$ cat config.mk
export PLATFORM = sky130hd
export DESIGN_NAME = uart_rx_ovs
export DESIGN_NICKNAME = d
export VERILOG_FILES = /design/src/rtl/uart_pkg.sv /design/src/rtl/uart_rx_ovs.sv
export SDC_FILE = /design/constraint.sdc
export NUM_CORES = 1
export LEC_CHECK = 0
export CELL_PAD_IN_SITES_DETAIL_PLACEMENT = 0
export CELL_PAD_IN_SITES_GLOBAL_PLACEMENT = 2
export CORE_MARGIN = 8
export CORE_UTILIZATION = 38
export CTS_CLUSTER_SIZE = 30
export DETAILED_ROUTE_END_ITERATION = 6
export HOLD_SLACK_MARGIN = 0.06
export PLACE_DENSITY_LB_ADDON = 0.1
export SYNTH_ARGS = -nofsm -noshare
export SYNTH_HDL_FRONTEND = slang
export SYNTH_SLANG_ARGS = --single-unit
$ cat constraint.sdc
create_clock -name clk_i -period 3.3 [get_ports clk_i]
set_input_delay 0.99 -clock clk_i [delete_from_list [all_inputs] [get_ports clk_i]]
set_output_delay 0.99 -clock clk_i [all_outputs]
set_load 0.005 [all_outputs]
$ cat src/rtl/uart_pkg.sv
// rtl/uart_pkg.sv - shared types and encodings for the oversampling UART receiver
//
// Purpose: receiver state encoding, parity-mode codes and error-flag bit
// positions shared between the receiver and anything that decodes its output.
package uart_pkg;

  typedef enum logic [2:0] {
    ST_IDLE,
    ST_START,
    ST_DATA,
    ST_PARITY,
    ST_STOP,
    ST_STOP2,
    ST_BRK_WAIT
  } rx_state_e;

  localparam logic [1:0] PAR_EVEN = 2'b01;
  localparam logic [1:0] PAR_ODD  = 2'b10;

  // m_err_o = {break, frame, parity}
  localparam int ERR_W      = 3;
  localparam int ERR_PARITY = 0;
  localparam int ERR_FRAME  = 1;
  localparam int ERR_BREAK  = 2;

endpackage

$ cat src/rtl/uart_rx_ovs.sv
// rtl/uart_rx_ovs.sv - oversampling UART receiver with frame checks and receive FIFO
//
// Purpose: receives asynchronous serial frames on rxd_i with OVS-times
// oversampling and 3-sample majority vote, checks parity/stop/break, and
// queues each word with its error flags in a FIFO drained by a valid/ready
// stream.
//
// Ports:
//   clk_i, rst_i        system clock, synchronous active-high reset
//   en_i                receiver enable; low aborts any frame in progress
//   baud_div_i          clocks per oversample tick minus 1
//   data_bits_i         data bits per frame (5..MAX_DATA_W, others clamp)
//   parity_i            00/11 none, 01 even, 10 odd
//   stop2_i             two stop bits
//   rxd_i               asynchronous serial line, idle high
//   m_data_o            head-of-FIFO data, LSB first received, MSBs zero
//   m_err_o             head-of-FIFO {break, frame, parity}
//   m_valid_o           FIFO not empty
//   m_ready_i           consumer accepts head word
//   overrun_o           one-cycle pulse when a finished word is dropped
//   fifo_level_o        FIFO occupancy 0..FIFO_DEPTH
//   busy_o              receiver not idle
module uart_rx_ovs
  import uart_pkg::*;
#(
  parameter int MAX_DATA_W = 8,
  parameter int OVS        = 16,
  parameter int DIV_W      = 16,
  parameter int FIFO_DEPTH = 8
) (
  input  logic                          clk_i,
  input  logic                          rst_i,
  input  logic                          en_i,
  input  logic [DIV_W-1:0]              baud_div_i,
  input  logic [3:0]                    data_bits_i,
  input  logic [1:0]                    parity_i,
  input  logic                          stop2_i,
  input  logic                          rxd_i,
  output logic [MAX_DATA_W-1:0]         m_data_o,
  output logic [2:0]                    m_err_o,
  output logic                          m_valid_o,
  input  logic                          m_ready_i,
  output logic                          overrun_o,
  output logic [$clog2(FIFO_DEPTH):0]   fifo_level_o,
  output logic                          busy_o
);

  localparam int SW = $clog2(OVS);
  localparam int PW = $clog2(FIFO_DEPTH);
  localparam int LW = PW + 1;
  localparam int EW = MAX_DATA_W + ERR_W;

  localparam logic [SW-1:0] IDX_A    = SW'(OVS / 2 - 1);
  localparam logic [SW-1:0] IDX_B    = SW'(OVS / 2);
  localparam logic [SW-1:0] IDX_C    = SW'(OVS / 2 + 1);
  localparam logic [SW-1:0] IDX_LAST = SW'(OVS - 1);
  localparam logic [3:0]    MAXW4    = 4'(MAX_DATA_W);
  localparam logic [LW-1:0] FULL_LVL = LW'(FIFO_DEPTH);

  // ---------------------------------------------------------------------
  // Receiver state
  // ---------------------------------------------------------------------
  logic [1:0]            sync_q, sync_d;
  logic                  prev_q, prev_d;
  rx_state_e             state_q, state_d;
  logic [DIV_W-1:0]      tick_cnt_q, tick_cnt_d;
  logic [SW-1:0]         samp_q, samp_d;
  logic [DIV_W-1:0]      div_q, div_d;
  logic [3:0]            bits_q, bits_d;
  logic [1:0]            par_q, par_d;
  logic                  stop2_q, stop2_d;
  logic                  s1_q, s1_d;
  logic                  s2_q, s2_d;
  logic [MAX_DATA_W-1:0] shreg_q, shreg_d;
  logic [3:0]            bit_cnt_q, bit_cnt_d;
  logic                  par_acc_q, par_acc_d;
  logic                  zero_q, zero_d;
  logic                  perr_q, perr_d;
  logic                  ferr_q, ferr_d;
  logic                  wr_req_q, wr_req_d;
  logic [MAX_DATA_W-1:0] wr_data_q, wr_data_d;
  logic [ERR_W-1:0]      wr_err_q, wr_err_d;

  // ---------------------------------------------------------------------
  // FIFO state
  // ---------------------------------------------------------------------
  logic [EW-1:0]         mem_q [FIFO_DEPTH];
  logic [EW-1:0]         mem_d [FIFO_DEPTH];
  logic [PW-1:0]         wr_ptr_q, wr_ptr_d;
  logic [PW-1:0]         rd_ptr_q, rd_ptr_d;
  logic [LW-1:0]         count_q, count_d;

  logic                  rxd_s;
  logic                  fall;
  logic                  tick;
  logic                  resolve;
  logic                  vote;
  logic                  par_on;
  logic [3:0]            bits_clamp;
  logic [MAX_DATA_W-1:0] data_aligned;
  logic                  pop;
  logic                  full;
  logic                  do_wr;
  logic [EW-1:0]         head;

  assign rxd_s   = sync_q[1];
  assign fall    = prev_q & ~rxd_s;
  assign tick    = (tick_cnt_q == div_q);
  // The third sample is taken live; the first two were captured earlier.
  assign resolve = tick && (samp_q == IDX_C);
  assign vote    = (s1_q & s2_q) | (s1_q & rxd_s) | (s2_q & rxd_s);
  assign par_on  = (par_q == PAR_EVEN) || (par_q == PAR_ODD);

  assign bits_clamp = ((data_bits_i < 4'd5) || (data_bits_i > MAXW4)) ? MAXW4 : data_bits_i;

  // Bits shift in from the top, so a short word sits in the upper bits and
  // must be moved down to make LSB = first received bit.
  assign data_aligned = shreg_q >> (MAXW4 - bits_q);

  // ---------------------------------------------------------------------
  // Receiver next-state logic
  // ---------------------------------------------------------------------
  always_comb begin
    sync_d     = {sync_q[0], rxd_i};
    prev_d     = rxd_s;
    state_d    = state_q;
    tick_cnt_d = tick_cnt_q;
    samp_d     = samp_q;
    div_d      = div_q;
    bits_d     = bits_q;
    par_d      = par_q;
    stop2_d    = stop2_q;
    s1_d       = s1_q;
    s2_d       = s2_q;
    shreg_d    = shreg_q;
    bit_cnt_d  = bit_cnt_q;
    par_acc_d  = par_acc_q;
    zero_d     = zero_q;
    perr_d     = perr_q;
    ferr_d     = ferr_q;
    wr_req_d   = 1'b0;
    wr_data_d  = wr_data_q;
    wr_err_d   = wr_err_q;

    // Tick and sample counters free-run across bit boundaries while a frame
    // is active; a state change at the resolve index leaves the counter to
    // finish the current bit before the next bit's indices come round.
    if (state_q != ST_IDLE) begin
      if (tick) begin
        tick_cnt_d = '0;
        samp_d     = (samp_q == IDX_LAST) ? '0 : samp_q + SW'(1);
        if (samp_q == IDX_A) s1_d = rxd_s;
        if (samp_q == IDX_B) s2_d = rxd_s;
      end else begin
        tick_cnt_d = tick_cnt_q + DIV_W'(1);
      end
    end

    case (state_q)
      ST_IDLE: begin
        if (en_i && fall) begin
          state_d    = ST_START;
          tick_cnt_d = '0;
          samp_d     = '0;
          div_d      = baud_div_i;
          bits_d     = bits_clamp;
          par_d      = parity_i;
          stop2_d    = stop2_i;
          shreg_d    = '0;
          bit_cnt_d  = '0;
          par_acc_d  = 1'b0;
          zero_d     = 1'b1;
          perr_d     = 1'b0;
          ferr_d     = 1'b0;
        end
      end

      ST_START: begin
        if (resolve) begin
          state_d = vote ? ST_IDLE : ST_DATA;
        end
      end

      ST_DATA: begin
        if (resolve) begin
          shreg_d   = {vote, shreg_q[MAX_DATA_W-1:1]};
          par_acc_d = par_acc_q ^ vote;
          if (vote) zero_d = 1'b0;
          bit_cnt_d = bit_cnt_q + 4'd1;
          if (bit_cnt_q == bits_q - 4'd1) begin
            state_d = par_on ? ST_PARITY : ST_STOP;
          end
        end
      end

      ST_PARITY: begin
        if (resolve) begin
          perr_d  = vote ^ par_acc_q ^ (par_q == PAR_ODD);
          if (vote) zero_d = 1'b0;
          state_d = ST_STOP;
        end
      end

      ST_STOP: begin
        if (resolve) begin
          if (!vote && zero_q) begin
            wr_req_d  = 1'b1;
            wr_data_d = '0;
            wr_err_d  = {1'b1, 1'b1, perr_q};
            state_d   = ST_BRK_WAIT;
          end else if (stop2_q) begin
            ferr_d  = ~vote;
            state_d = ST_STOP2;
          end else begin
            wr_req_d  = 1'b1;
            wr_data_d = data_aligned;
            wr_err_d  = {1'b0, ~vote, perr_q};
            state_d   = ST_IDLE;
          end
        end
      end

      ST_STOP2: begin
        if (resolve) begin
          wr_req_d  = 1'b1;
          wr_data_d = data_aligned;
          wr_err_d  = {1'b0, ferr_q | ~vote, perr_q};
          state_d   = ST_IDLE;
        end
      end

      ST_BRK_WAIT: begin
        if (rxd_s) state_d = ST_IDLE;
      end

      default: state_d = ST_IDLE;
    endcase

    if (!en_i) begin
      state_d  = ST_IDLE;
      wr_req_d = 1'b0;
    end
  end

  // ---------------------------------------------------------------------
  // FIFO next-state logic
  // ---------------------------------------------------------------------
  always_comb begin
    pop   = (count_q != '0) && m_ready_i;
    full  = (count_q == FULL_LVL);
    // A pop frees a slot in the same cycle, so a full FIFO still accepts.
    do_wr = wr_req_q && (!full || pop);

    mem_d = mem_q;
    if (do_wr) mem_d[wr_ptr_q] = {wr_err_q, wr_data_q};

    wr_ptr_d = do_wr ? wr_ptr_q + PW'(1) : wr_ptr_q;
    rd_ptr_d = pop ? rd_ptr_q + PW'(1) : rd_ptr_q;
    count_d  = count_q + LW'(do_wr) - LW'(pop);
  end

  always_ff @(posedge clk_i) begin
    if (rst_i) begin
      sync_q     <= 2'b11;
      prev_q     <= 1'b1;
      state_q    <= ST_IDLE;
      tick_cnt_q <= '0;
      samp_q     <= '0;
      div_q      <= '0;
      bits_q     <= MAXW4;
      par_q      <= 2'b00;
      stop2_q    <= 1'b0;
      s1_q       <= 1'b1;
      s2_q       <= 1'b1;
      shreg_q    <= '0;
      bit_cnt_q  <= '0;
      par_acc_q  <= 1'b0;
      zero_q     <= 1'b0;
      perr_q     <= 1'b0;
      ferr_q     <= 1'b0;
      wr_req_q   <= 1'b0;
      wr_data_q  <= '0;
      wr_err_q   <= '0;
      mem_q      <= '{default: '0};
      wr_ptr_q   <= '0;
      rd_ptr_q   <= '0;
      count_q    <= '0;
    end else begin
      sync_q     <= sync_d;
      prev_q     <= prev_d;
      state_q    <= state_d;
      tick_cnt_q <= tick_cnt_d;
      samp_q     <= samp_d;
      div_q      <= div_d;
      bits_q     <= bits_d;
      par_q      <= par_d;
      stop2_q    <= stop2_d;
      s1_q       <= s1_d;
      s2_q       <= s2_d;
      shreg_q    <= shreg_d;
      bit_cnt_q  <= bit_cnt_d;
      par_acc_q  <= par_acc_d;
      zero_q     <= zero_d;
      perr_q     <= perr_d;
      ferr_q     <= ferr_d;
      wr_req_q   <= wr_req_d;
      wr_data_q  <= wr_data_d;
      wr_err_q   <= wr_err_d;
      mem_q      <= mem_d;
      wr_ptr_q   <= wr_ptr_d;
      rd_ptr_q   <= rd_ptr_d;
      count_q    <= count_d;
    end
  end

  // ---------------------------------------------------------------------
  // Outputs
  // ---------------------------------------------------------------------
  assign head         = mem_q[rd_ptr_q];
  assign m_valid_o    = (count_q != '0);
  assign m_data_o     = m_valid_o ? head[MAX_DATA_W-1:0] : '0;
  assign m_err_o      = m_valid_o ? head[EW-1:MAX_DATA_W] : '0;
  assign overrun_o    = wr_req_q && full && !pop;
  assign fifo_level_o = count_q;
  assign busy_o       = (state_q != ST_IDLE);

endmodule

==> flow_summary.ini, run 1 <==
[logic_synthesis]
yosys.cell_count.top_type = dfxtp_1
yosysSeqAreaShare_pct = 42.0
yosysWarnings = 0
postSynthCellCount = 933
synth-edff-count = 0
postSynthRegisterBits = 177
synth.distinct_cells = 56
synth_top_cells_by_area = dfxtp_1 (42%), mux2i_1 (10%), mux4_2 (6.4%)
synth.largest_area_cell = dfxtp_1
syn-cell-area_um2 = 8430
syn-num-nets = 978
ys.flop_type = dfxtp_1
leading_post_synthesis_cells_by_instance_count = dfxtp_1 (177), nor2_1 (134), nand2_1 (131), mux2i_1 (88), a21oi_1 (73)
postSynthAreaPerCell_um2 = 9.04
netlist.area_leader.share_pct = 42.0
asyncSetResetFlopFracSynth_pct = 0

[setup_path]
worstSetupEndpointType = primary output
crit_type = reg -> out
path_delay_family = multiplexers
total_buffers_and_inverters_traversed_by_the_critical_path = 2
timing.critical_path.depth = 5
path_max_fanout = 6
regToRegSetupSlack_ns = 0.69
crit_path_cell_trace = clkbuf_16 -> mux4_2 -> mux2i_1 -> nor2_1 -> clkdlybuf4s50_1
worstRegToRegCells = 11
cp_data_required_time_ns = 2.31
critPathArrivalTime_ns = 2.22
critical_path.startpoint = rd_ptr_q[0]
crit-reg2reg-capture = fifo_level_o[2]
start_kind = flip-flop
rr_startpoint = fifo_level_o[2]
timing.critical_path.to = m_err_o[0]
critical-path-max-stage-delay_ns = 0.49
crit_slowest_cell = mux4_2

[sta]
report.final.hold_viol_count = 0
fmax_mhz = 312
worst_slew_margin_rel_pct = 33.6
finClkSkew_ns = 0.0143
timing.hold.ws_ns = 0.418
final_setup_fails = 0
rsz0062_at_grt = no
timing_worst_slew_pin_value_ns = 0.992
setup_total_negative_slack_ns = 0
finalMaxSlewViolations = 0
timing.final.crit_period_ns = 3.21
post-route-period-util_pct = 97.2

[grt]
grt_overflow_total = 0
grt_pass1_wl_um = 34200
pin_count_of_the_biggest_net_entering_global_routing = 121
grt_util_all_layers_pct = 15.9
grt_antenna_before_repair = 0
first_global_vias = 6500

[routing]
dr.first_iter.drc_count = 327
num_vias = 6446
vias_per_cell = 5.18
detail-route-antenna-nets = 0
routed_wire_length_per_instance_um = 16.9
route.final.wire_length_um = 21100
drtPass1Iterations = 5
drt_drc_violations_left = 0

[clock_tree]
clkSinkCount = 177
tritoncts = built
clk_path_buf_depth = 2
cts-root-buf = clkbuf_16
cts_buffers = 17
cts_hold_buf = 0
clkSlewWorstSetupHoldPaths_ns = 0.07
clock_insertion_delay_worst_skew_ns = 0.43
count_of_h_tree_levels_built_during_cts = 4

[placed_design]
portBuffers = 45
gp_congestion = 0.773
hpwlAfterDp_um = 13800
placedCellCount = 1210

[floorplan]
dieHeight_um = 165
design.die.area_um2 = 27200
core_um2 = 21800
ios = 46
initial_utilization_pct = 38.6
num_rows = 54
chipWidth_um = 165

[run]
drv.max_cap_violation_count = 0

[cells_and_area]
diodes = 0
fillers = 2161
regArea_um2 = 3550
final_net_count = 997
utilization_pct = 45.1
proportion_of_layout_cells_with_a_drive_suffix_above_1_pct = 11.0
footprint_of_the_multi_input_gates_um2 = 4500
area.growth.synth_to_final_pct = 16.8
fin_cells = 1245

[power]
vdd.ir_drop.worst_uv = 314
power.leakage_uw = 0.00381
pwr_density_cell_nw_per_um2 = 530

[run_status]
status = finished, final reports clean

[hold_path]
timing.hold.worst.class = reg -> reg
-- cell type report --
cell class / instances / area share, %
clock buffers: 19 / 4.60
flip-flops and latches: 177 / 36.0
multi-input cells: 666 / 45.7
clock inverters: 13 / 1.79
well taps: 280 / 3.56
inverters: 18 / 0.686
repair buffers: 72 / 7.62
-- placed cells by master, fill, tap and decap left out, types with 3 or more instances in the layout --
cell type	synthesis	layout
bufinv_16	0	3
xor2_1	37	37
a31oi_1	5	5
nand3_1	43	43
clkbuf_16	0	18
or2_2	3	3
nand2_1	131	131
mux4_2	24	24
buf_4	0	22
nor3_1	13	13
buf_12	0	4
nand4_1	9	9
dfxtp_1	177	176
clkdlybuf4s50_1	0	39
nor2_1	134	133
ha_1	16	16
and2_1	4	4
xnor2_1	10	10
nor3b_2	0	3
clkinv_4	0	4
nand2b_1	9	9
a21oi_1	73	73
nand3b_1	5	5
dlymetal6s2s_1	0	5
mux2i_1	88	88
inv_1	17	17
nor4_4	4	4
nor4_1	4	4
o21ai_0	8	8
and3_1	5	5
nor2b_1	6	6
-- flip-flops by register name, summed over array words and instances, names as in the netlist, 4 cells and up --
| name | count |
|---|---|
| div_q | 16 |
| bits_q | 4 |
| wr_data_q | 8 |
| fifo_level_o | 4 |
| tick_cnt_q | 16 |
| mem_q | 88 |
| samp_q | 4 |
| shreg_q | 8 |
| bit_cnt_q | 4 |
-- cell families after synthesis --
kind of cell	count (synthesis)	share of synthesized area, %
compound gates	105	7.51
simple gates	384	21.2
fa+ha+maj	18	2.73
xor+xnor	47	4.88
mux	112	16.9
buf+inv	90	4.79
flops	177	42.0
-- metal layers --
layer / vias to the layer above / part of all wire, % / GRT usage, %
li1: 3213 / - / -
met1: 3104 / 46 / 19.8
met2: 110 / 49 / 27.1
met3: 19 / 3.3 / 2.67
met4: 0 / 1.6 / 5.94
met5: - / 0 / 0
-- stage by stage --
step / instance area (um^2) / total power, uW / setup WS [ns]
floorplan: 8430 / 2750 / 0.715
global placement: 9140 / 3030 / 0.0248
detailed placement: 9140 / 3040 / 0.0356
CTS: 9800 / 5250 / 0.0199
global route: 9850 / 5450 / 0.00321
finish: 9850 / 5220 / 0.0929
-- how the worst min path moves through the flow --
| stage | to | slack [ns] | cells after the start | startpoint |
|---|---|---|---|---|
| CTS | sync_q[1] | 0.42 | 1 | sync_q[0] |
| global route | sync_q[1] | 0.43 | 1 | sync_q[0] |
| global placement | sync_q[1] | 0.40 | 1 | sync_q[0] |
| finish | sync_q[1] | 0.42 | 1 | sync_q[0] |
| detailed placement | sync_q[1] | 0.40 | 1 | sync_q[0] |
| floorplan | sync_q[1] | 0.39 | 1 | sync_q[0] |
-- where the power goes --
group / switching, uW / leakage (uW) / internal (uW)
Clock: 899 / 0.000304 / 1250
Combinational: 424 / 0.00208 / 408
Sequential: 57.2 / 0.00143 / 2180
Total: 1380 / 0.00381 / 3840
-- timing repair --
action                     in CTS  in global routing
setup endpoints to repair       4                  6
pin swaps                       0                  0
gates resized for setup         3                  6
cloned                          1                  1
setup buffers                   0                  1
Power figures use the tool's default switching activity.
==> run 2: changes to the inputs <==
Settings changed: CAP_MARGIN set to 20, CORE_UTILIZATION 38 to 39, CTS_BUF_LIST set to sky130_fd_sc_hd__clkbuf_4.
==> run 2 against run 1 <==
  * Cell count rose by 0.72%
  * First-iteration DRC count rose by 14%
  * Clock power fell by 35%
  * Global-route usage increased by 0.15 points
  * Routed wire length decreased by 0.86%
  * Critical path type unchanged
  * Largest power group unchanged
==> flow_summary.ini, run 2 (same netlist as run 1, synthesis figures left out) <==
[power]
cellInternalPower_uw = 3280
psw_uw = 1280
pwr_density_cell_nw_per_um2 = 475
power.leakage_uw = 0.00367
p_clk_share_pct = 30.8
power.sequential.fraction_pct = 49.2
proportion_of_total_power_due_to_net_switching_pct = 28.0
vdd.ir_drop.worst_uv = 248
comb_power_share_pct = 20.0

[placed_design]
gp_congestion = 0.768
hpwlAfterDp_um = 13800
portBuffers = 45

[clock_tree]
clkSlewWorstSetupHoldPaths_ns = 0.15
cts-root-buf = clkbuf_4
clk_path_buf_depth = 2
tritoncts = built
cts_hold_buf = 0
cts_buffers = 17
clock_insertion_delay_worst_skew_ns = 0.56
count_of_h_tree_levels_built_during_cts = 4
clkSinkCount = 177

[sta]
timing_worst_slew_pin_value_ns = 0.986
rsz0062_at_grt = no
finalMaxSlewViolations = 0
timing.final.crit_period_ns = 3.16
fmax_mhz = 316
setup_total_negative_slack_ns = 0
final_setup_fails = 0
worst_slew_margin_rel_pct = 34.0
finClkSkew_ns = 0.0229
report.final.hold_viol_count = 0
post-route-period-util_pct = 95.8

[floorplan]
ios = 46
dieHeight_um = 163
chipWidth_um = 163
initial_utilization_pct = 39.9
num_rows = 53
core_um2 = 21200
design.die.area_um2 = 26600

[cells_and_area]
fillers = 2056
utilization_pct = 45.4
layout.cells.most_common = dfxtp_1
final_net_count = 1008
reg_top3 = mem_q x88, div_q x16, tick_cnt_q x16
largest_register_ffs = 88
area.growth.synth_to_final_pct = 13.8
most_used_cells_in_the_layout_excluding_fill_and_tap_cells = dfxtp_1 (176), nor2_1 (133), nand2_1 (131)
proportion_of_layout_cells_with_a_drive_suffix_above_1_pct = 12.2
regMostFlops = mem_q

[setup_path]
start_kind = flip-flop
crit_type = reg -> out
path_max_fanout = 5
critPathArrivalTime_ns = 2.17
worstSetupEndpointType = primary output
cp_data_required_time_ns = 2.31

[routing]
vias_per_cell = 5.15
routed_wire_length_per_instance_um = 16.6
num_vias = 6453
route.final.wire_length_um = 20900
highest_signal_layer_in_the_routed_design = met4
detail-route-antenna-nets = 0
drtPass1Iterations = 5
dr.first_iter.drc_count = 372
wl_met2_um = 10200
wirelength_met1_um = 9600
drt_drc_violations_left = 0
detailroute.wirelength.met3_um = 721

[grt]
first_global_vias = 6493
grt_overflow_total = 0
pin_count_of_the_biggest_net_entering_global_routing = 110
grt_pass1_wl_um = 34400
grt_util_all_layers_pct = 16.1
grt_antenna_before_repair = 1

[run_status]
status = finished, final reports clean

[hold_path]
timing.hold.worst.class = reg -> reg

[run]
drv.max_cap_violation_count = 0
==> run 2: cell types whose count changed in the layout (fill, tap and decap cells not counted), sizes merged <==
cell | before | now
clkdlybuf4s50 | 39 | 32
buf | 27 | 38
clkbuf | 20 | 24
dlymetal6s2s | 5 | 0
clkinvlp | 2 | 1
diode | 0 | 3
bufinv | 3 | 4
dlygate4sd2 | 0 | 2
clkdlybuf4s15 | 0 | 6
==> run 2: area by class of cell <==
class                   count  area [um^2]  area share [%]
clock inverters            13          184            1.92
multi-input cells         666         4500            46.9
repair buffers             83          805            8.38
diodes                      3         7.51          0.0782
clock buffers              19          143            1.49
flip-flops and latches    177         3550            37.0
well taps                 275          344            3.58
inverters                  18         67.6           0.704
==> run 2: per-layer routing <==
metal / up-vias / track usage, %
li1: 3239 / -
met1: 3082 / 20.2
met2: 113 / 27.0
met3: 19 / 3.60
met4: 0 / 4.80
met5: - / 0
==> run 2: through the flow <==
stage,hold WS [ns],std cells,power [uW],setup WS (ns),area [um^2]
floorplan,0.389,933,2750,0.715,8430
global placement,0.392,1209,3010,0.0326,9140
detailed placement,0.396,1209,3020,0.00587,9140
CTS,0.432,1248,4590,0.00267,9560
global route,0.455,1254,4800,0.00694,9600
finish,0.431,1254,4560,0.139,9600
==> run 2: power by group through the flow <==
stage | combinational, uW | clock [uW] | sequential, uW
3_5_place_dp | 757 | 0 | 2260
5_1_grt | 1000 | 1540 | 2250
6_report | 913 | 1400 | 2240
4_1_cts | 891 | 1460 | 2240
2_1_floorplan | 495 | 0 | 2260
3_3_place_gp | 751 | 0 | 2260
==> run 2: final timing paths <==
kind / slack, ns / end / depth (start not counted) / start
max: 0.14 / m_err_o[1] / 5 / rd_ptr_q[0]
min: 0.43 / sync_q[1] / 1 / sync_q[0]
max reg2reg: 0.73 / fifo_level_o[3] / 11 / fifo_level_o[2]
min reg2reg: 0.43 / sync_q[1] / 1 / sync_q[0]
==> run 2: worst max-delay path: stages (launching register included) <==
cell	delay, ns
dfxtp_4	0.48
clkbuf_16	0.19
mux4_2	0.49
mux2i_1	0.14
nor2_1	0.05
dlygate4sd2_1	0.26
==> run 2: timing repair <==
item | CTS | global route
gates resized for setup | 24 | 10
setup endpoints to repair | 12 | 10
cloned | 2 | 1
buffers inserted | 5 | 2
